[config.mk]
export PLATFORM = sky130hd
export DESIGN_NAME = serial_addsub
export DESIGN_NICKNAME = d
export VERILOG_FILES = /design/src/rtl/serial_addsub_pkg.sv /design/src/rtl/serial_addsub_cell.sv /design/src/rtl/serial_addsub.sv
export SDC_FILE = /design/constraint.sdc
export NUM_CORES = 1
export LEC_CHECK = 0
export CAP_MARGIN = 20
export CORE_MARGIN = 2
export CORE_UTILIZATION = 40
export CTS_BUF_LIST = sky130_fd_sc_hd__clkbuf_8
export DETAILED_ROUTE_END_ITERATION = 8
export GPL_TIMING_DRIVEN = 0
export HOLD_SLACK_MARGIN = 0.02
export PLACE_DENSITY = 0.65
export SYNTH_ARGS = -nofsm -noshare
export SYNTH_HDL_FRONTEND = slang
export SYNTH_SLANG_ARGS = --single-unit
[constraint.sdc]
create_clock -name clk -period 2.64 [get_ports clk]
set_input_delay 0.396 -clock clk [delete_from_list [all_inputs] [get_ports clk]]
set_output_delay 0.396 -clock clk [all_outputs]
set_load 0.1 [all_outputs]
[src/rtl/serial_addsub_pkg.sv]
// Shared op encoding and FSM state type for the bit-serial adder/subtractor.
package serial_addsub_pkg;

   localparam logic OP_ADD = 1'b0;
   localparam logic OP_SUB = 1'b1;

   typedef enum logic [1:0] {
      IDLE = 2'd0,
      RUN  = 2'd1,
      DONE = 2'd2
   } state_t;

endpackage

[src/rtl/serial_addsub_cell.sv]
// Combinational 1-bit full adder / full subtractor, selected by op.
import serial_addsub_pkg::*;

module addsub_cell (
   input  logic a,
   input  logic b,
   input  logic c,
   input  logic op,
   output logic s,
   output logic c_out
);

   always_comb begin
      s = a ^ b ^ c;
      if (op == OP_SUB) c_out = (~a & b) | (~(a ^ b) & c);
      else              c_out = (a & b) | (c & (a ^ b));
   end

endmodule

[src/rtl/serial_addsub.sv]
// Bit-serial add/sub unit: LSB-first through one addsub_cell, valid/ready on both sides.
// Optional signed-overflow output is enabled with `define SERIAL_ADDSUB_OVF_EN.
import serial_addsub_pkg::*;

module serial_addsub #(
   parameter int WIDTH = 8
) (
   input  logic             clk,
   input  logic             rst,
   input  logic             in_valid,
   output logic             in_ready,
   input  logic             op,
   input  logic [WIDTH-1:0] a,
   input  logic [WIDTH-1:0] b,
   input  logic             cin,
   output logic             out_valid,
   input  logic             out_ready,
   output logic [WIDTH-1:0] result,
   output logic             cout
`ifdef SERIAL_ADDSUB_OVF_EN
   ,output logic            ovf
`endif
);

   localparam int CNT_W = (WIDTH > 1) ? $clog2(WIDTH) : 1;

   state_t             state, state_nxt;
   logic [CNT_W-1:0]   cnt;
   logic [WIDTH-1:0]   a_sh, b_sh, res, res_nxt;
   logic               op_q, c_q;
   logic               s, c_out, last;

   assign last = (cnt == CNT_W'(WIDTH - 1));

   addsub_cell u_cell (
      .a     (a_sh[0]),
      .b     (b_sh[0]),
      .c     (c_q),
      .op    (op_q),
      .s     (s),
      .c_out (c_out)
   );

   always_ff @(posedge clk or posedge rst) begin
      if (rst) state <= IDLE;
      else     state <= state_nxt;
   end

   always_comb begin
      state_nxt = state;
      case (state)
         IDLE:    if (in_valid)  state_nxt = RUN;
         RUN:     if (last)      state_nxt = DONE;
         DONE:    if (out_ready) state_nxt = IDLE;
         default: state_nxt = IDLE;
      endcase
   end

   // New result bit enters at the MSB so the word lands aligned after WIDTH shifts.
   always_comb begin
      res_nxt             = res >> 1;
      res_nxt[WIDTH-1]    = s;
   end

   always_ff @(posedge clk or posedge rst) begin
      if (rst) begin
         a_sh <= '0;
         b_sh <= '0;
         res  <= '0;
         op_q <= 1'b0;
         c_q  <= 1'b0;
         cnt  <= '0;
      end else begin
         case (state)
            IDLE: if (in_valid) begin
               a_sh <= a;
               b_sh <= b;
               op_q <= op;
               c_q  <= cin;
               cnt  <= '0;
            end
            RUN: begin
               a_sh <= a_sh >> 1;
               b_sh <= b_sh >> 1;
               res  <= res_nxt;
               c_q  <= c_out;
               cnt  <= cnt + CNT_W'(1);
            end
            default: ;
         endcase
      end
   end

`ifdef SERIAL_ADDSUB_OVF_EN
   logic ovf_q;

   // On the last bit a_sh[0]/b_sh[0] are the operand MSBs and s is the result MSB.
   always_ff @(posedge clk or posedge rst) begin
      if (rst) ovf_q <= 1'b0;
      else if (state == RUN && last) begin
         if (op_q == OP_SUB) ovf_q <= (a_sh[0] != b_sh[0]) && (s != a_sh[0]);
         else                ovf_q <= (a_sh[0] == b_sh[0]) && (s != a_sh[0]);
      end
   end

   assign ovf = ovf_q;
`endif

   assign in_ready  = (state == IDLE);
   assign out_valid = (state == DONE);
   assign result    = res;
   assign cout      = c_q;

endmodule
# Word-level counts from Yosys, hierarchy flattened
# Cells that the tools add are included.
# W data, S select, Z words.
[word_totals]
ff_bits = 31
inputBits = 22
wordCells = 42
[classes]
n_addsub = 1
n_eq_ne = 6
mux = 13
bitwise_logic = 10
reduce_logical = 5
[ops]
columns = ["operator", "count"]
rows = [
  ["$pmux W8 S2", 2],
  ["$mux W8", 2],
  ["$mux W2", 3],
  ["$pmux W2 S3", 1],
  ["$pmux W3 S2", 1],
  ["$and A1 B1 Y1", 4],
  ["$ne A2 B2 Y1 const B", 2],
  ["$reduce_and A2 Y1", 2],
  ["$add A3 B1 Y3 const B", 1],
  ["$eq A3 B3 Y1 const B", 1],
  ["$mux W3", 1],
  ["$reduce_and A3 Y1", 1],
  ["$eq A2 B1 Y1 const B", 1],
  ["$eq A2 B2 Y1 const B", 1],
  ["$logic_not A2 Y1", 1],
  ["$mux W1", 2],
  ["$ne A2 B1 Y1 const B", 1],
  ["$not A1 Y1", 2],
  ["$or A1 B1 Y1", 2],
  ["$pmux W1 S2", 1],
  ["$reduce_bool A2 Y1", 1],
  ["$xor A1 B1 Y1", 2],
]

# Longest topological paths before layout
[depth]
depth_word = 6
depth_mapped = 5

# Cells and area by module
# A second synthesis with hierarchy kept.
[hier_totals]
hier_cells = 136
area_unflattened_um2 = 1594.0
[by_module_without_submodules]
columns = ["module", "n_inst", "cells_per_inst", "area_per_inst_um2", "seq_area_each_um2"]
rows = [
  ["serial_addsub", 1, 130, 1532.7, 775.7],
  ["addsub_cell", 1, 6, 61.3, 0.0],
]

# Least setup slack after synthesis
# OpenSTA, ideal clock, no wires.
[synth_path]
path_type = "reg-to-output"
from = "reg state[1]"
to = "out out_valid"
arrival_ns = 1.963
required_ns = 2.244
setup_slack_ns = 0.281
path_stages_with_launch = 3
path_buffers = 1
path_cell_list = "dfrtp_1 -> buf_2 -> nor2b_1"
[synth_via]
elab_chain_cells = 1
[synth_rtl]
columns = ["item", "line", "source"]
rows = [
  ["from (decl)", "serial_addsub.sv:27", "state_t state, state_nxt;"],
  ["from (signal assigned)", "serial_addsub.sv:46", "else state <= state_nxt;"],
  ["$eq A2 B2 Y1", "serial_addsub.sv:110", "assign out_valid = (state == DONE);"],
  ["to (decl)", "serial_addsub.sv:16", "output logic out_valid,"],
]
# No other way between the ends.

# Worst setup path in the final report
# Ends and elaborated chain as after synthesis.

==> results.md <==
- Status: complete, no violations
- Number of distinct standard cells referenced by the synthesized netlist: 25
- Die height: between 60 and 70 microns
- Fillcell total: around 320
- Area share of the largest cell type after synthesis: 0.507
- CTS clk-pin slew, worst paths: 0.07 ns
- Min-Delay Startpoint: result[4]
- Share of cells above drive strength 1: 0.104
- Total of flip-flops plus latches after synthesis: 31
- Cell type with the highest aggregate area in the netlist: dfrtp_1
- Overall power: 2.67 mW
- # setup viols final: 0
- Max Slew Vio Count: 0
- Drc violations: 0
- Crit path DAT: slightly above 2 ns
- Hold Path Class: flop to flop
- Placeable Area: around 3700 sq um
- Setup slack at placement: approximately 0.22 ns
- Insertion delay to the later sink of the worst-skew pair: approximately 0.28 ns
- Syn_nets: approximately 170
- Clock sink count: 31
- Number of instances in the placed design: approximately 220
- 1st-pass router iterations: 4
- Predominant post-synthesis flop cell: dfrtp_1
- Sequential share of the synthesized area: 0.507
- Cell leakage power: ~0.87 nW
- Minimum setup slack in the final design: between 0.2 and 0.25 ns
- Max H-tree Level: 2
- Number of hold violations in the final report: 0
- Final cell count without fillers: 231
- Data required time of the worst path: about 2.2 ns
- Area growth from synthesis to layout: 31.8%
- Synthesized area: ~1500 sq um
- Number of enable-type register cells in the synthesized netlist: 0
- IO Pins: 33
- Most frequent cell after synthesis: dfrtp_1
- Power per standard cell area: about 1300 nW/um^2
- Floorplan die width: 65.9 microns
- Via density per instance: about 5.3
- Clock root buffer master: clkbuf_8
- Area taken by multi-input logic gates: roughly 670 sq um
- Max-cap violations: 0
- Avg WL per Cell: around 15 microns
- Tmin final: 2.42 ns
- Critical path launch point type: flop
- Total wirelength of the detailed-routed design: roughly 3400 microns
- First element of the critical path: state[1]
- Global-route wire length before repair: about 5800 microns
- Total track usage: 0.178
- Worst slew margin: 0.343
- Pin count of the biggest net entering global routing: 17
- Maximum buffer depth of the clock tree: 2
- Number of nets in the final layout: 208
- Syn Area/Cell: 10.8 sq um
- Source of the worst register-to-register timing path: b_sh[0]
- Antenna violations before repair: 0
- Most numerous cell types in the synthesized netlist: 31 x dfrtp_1, 20 x nor2b_1, 16 x a21oi_1, 16 x o21ai_1, 14 x a22oi_1
- Share of the clock period used by the worst path after layout: 0.918
- TritonCTS clock tree: done
- Maximum vdd ir drop: 0.546 mV
- GPL Wtd Cong: 0.784
- Critical path type: flop to output port
- Async set-or-reset flop fraction in the synthesized netlist: 1.00
- Port bufs: 32
- Floorplan die area: between 4000 and 5000 sq um
- Slew of the pin with the lowest slew margin: around 1 ns
- Total congestion overflow after global routing: 0
- Initial core utilization: 0.418
- Warnings from Yosys: 0
- Clock buffer count from CTS: 5
- Via count of the first global-routing pass: approximately 1200
- Sum Neg Setup Slack: 0 ns
- Count of inserted antenna diode cells: 0
- Site row count: 22
- Detailed router's first-iteration violation count: between 40 and 50
- Detailed-route via count: about 1200
- Final HPWL DP: 2450 microns
- Number of standard cells after synthesis: ~140
- Biggest area contributors in the synthesized netlist: dfrtp_1 51%, nor2b_1 8.2%, a22oi_1 6.9%, mux2_1 5.9%, a21oi_1 5.2%
- Setup repair after global routing missed its margin: no
- Critical path capture point type: output port
- Post-route ant nets: 0
- FMAX: between 0.4 and 0.5 GHz
- Number of setup buffers added after CTS: 0
- Area of all sequential standard cells: 776 sq um
- Post-route clock skew: approximately 0.007 ns
- Crit-path max FO: 10
[logic make-up after synthesis]
kind of cell,Yosys count,share of synthesized area
DFF,31,0.507
muxes,10,0.0760
AOI/OAI and AO/OA,54,0.218
and+or+nand+nor,27,0.101
buffers and inverters,16,0.0556
adders and majority gates,4,0.0425
[critical path, cell delays in order (launching register included)]
cell	delay, ns
dfrtp_1	0.42
buf_2	0.25
nor2b_1	0.20
dlygate4sd2_1	0.88
[area by class of cell]
class	count	share of cell area
Multi-Input combinational cell	95	0.332
Timing Repair Buffer	33	0.171
Buffer	11	0.0329
Clock buffer	5	0.0341
Clock inverter	3	0.00620
Tap cell	48	0.0298
Inverter	5	0.00931
Sequential cell	31	0.385
[power breakdown]
part	internal, mW	switching (mW)
Clock	0.177	0.166
Combinational	0.509	0.976
Sequential	0.684	0.162
[routing by layer]
layer  vias to the layer above  part of all wire  routed length (microns)  track usage
met3                         4             0.046                      153       0.0426
met4                         0             0.011                       37       0.0547
met2                        29              0.50                     1680        0.297
met1                       613              0.44                     1490        0.227
met5                         -                 0                        0            0
li1                        583                 -                        -            -
[final timing paths]
| check | depth (start not counted) | slack, ns | to |
|---|---|---|---|
| min | 1 | 0.51 | result[3] |
| max | 3 | 0.22 | out_valid |
| max in group asynchronous | 3 | 1.60 | a_sh[0] |
| max reg2reg | 5 | 1.24 | cout |
| min reg2reg | 1 | 0.51 | result[3] |
| min in group asynchronous | 2 | 0.52 | cnt[2] |
[layout by cell type, fill, tap and decap left out, types with 2 or more instances in the layout]
cell type / n
nor2b_1: 20
a22o_1: 3
buf_6: 2
clkbuf_8: 5
inv_1: 6
clkdlybuf4s50_1: 30
nand2_1: 3
a21oi_1: 16
nor2_1: 3
mux2_1: 8
a22oi_1: 14
clkbuf_1: 3
fa_1: 2
dfrtp_1: 31
o21ai_1: 16
buf_2: 5
ha_1: 2
dlygate4sd2_1: 2
[sequential cells by signal (all words and copies together), names as in the netlist]
name	count
a_sh	8
b_sh	8
cnt	3
op_q	1
state	2
result	8
cout	1
[timing repair]
item,CTS,global route
hold buffers,0,0
gates resized for setup,2,0
setup endpoints to repair,2,0
[metrics by stage]
stage	util	hold WS (ns)	cell area [sq um]
after floorplan	-	0.470	1530
after global placement	0.522	0.487	1910
after detailed placement	0.529	0.488	1940
after CTS	0.551	0.511	2020
after global routing	0.551	0.539	2020
final	0.551	0.513	2020
No activity file was read; power rests on OpenSTA's default activity.
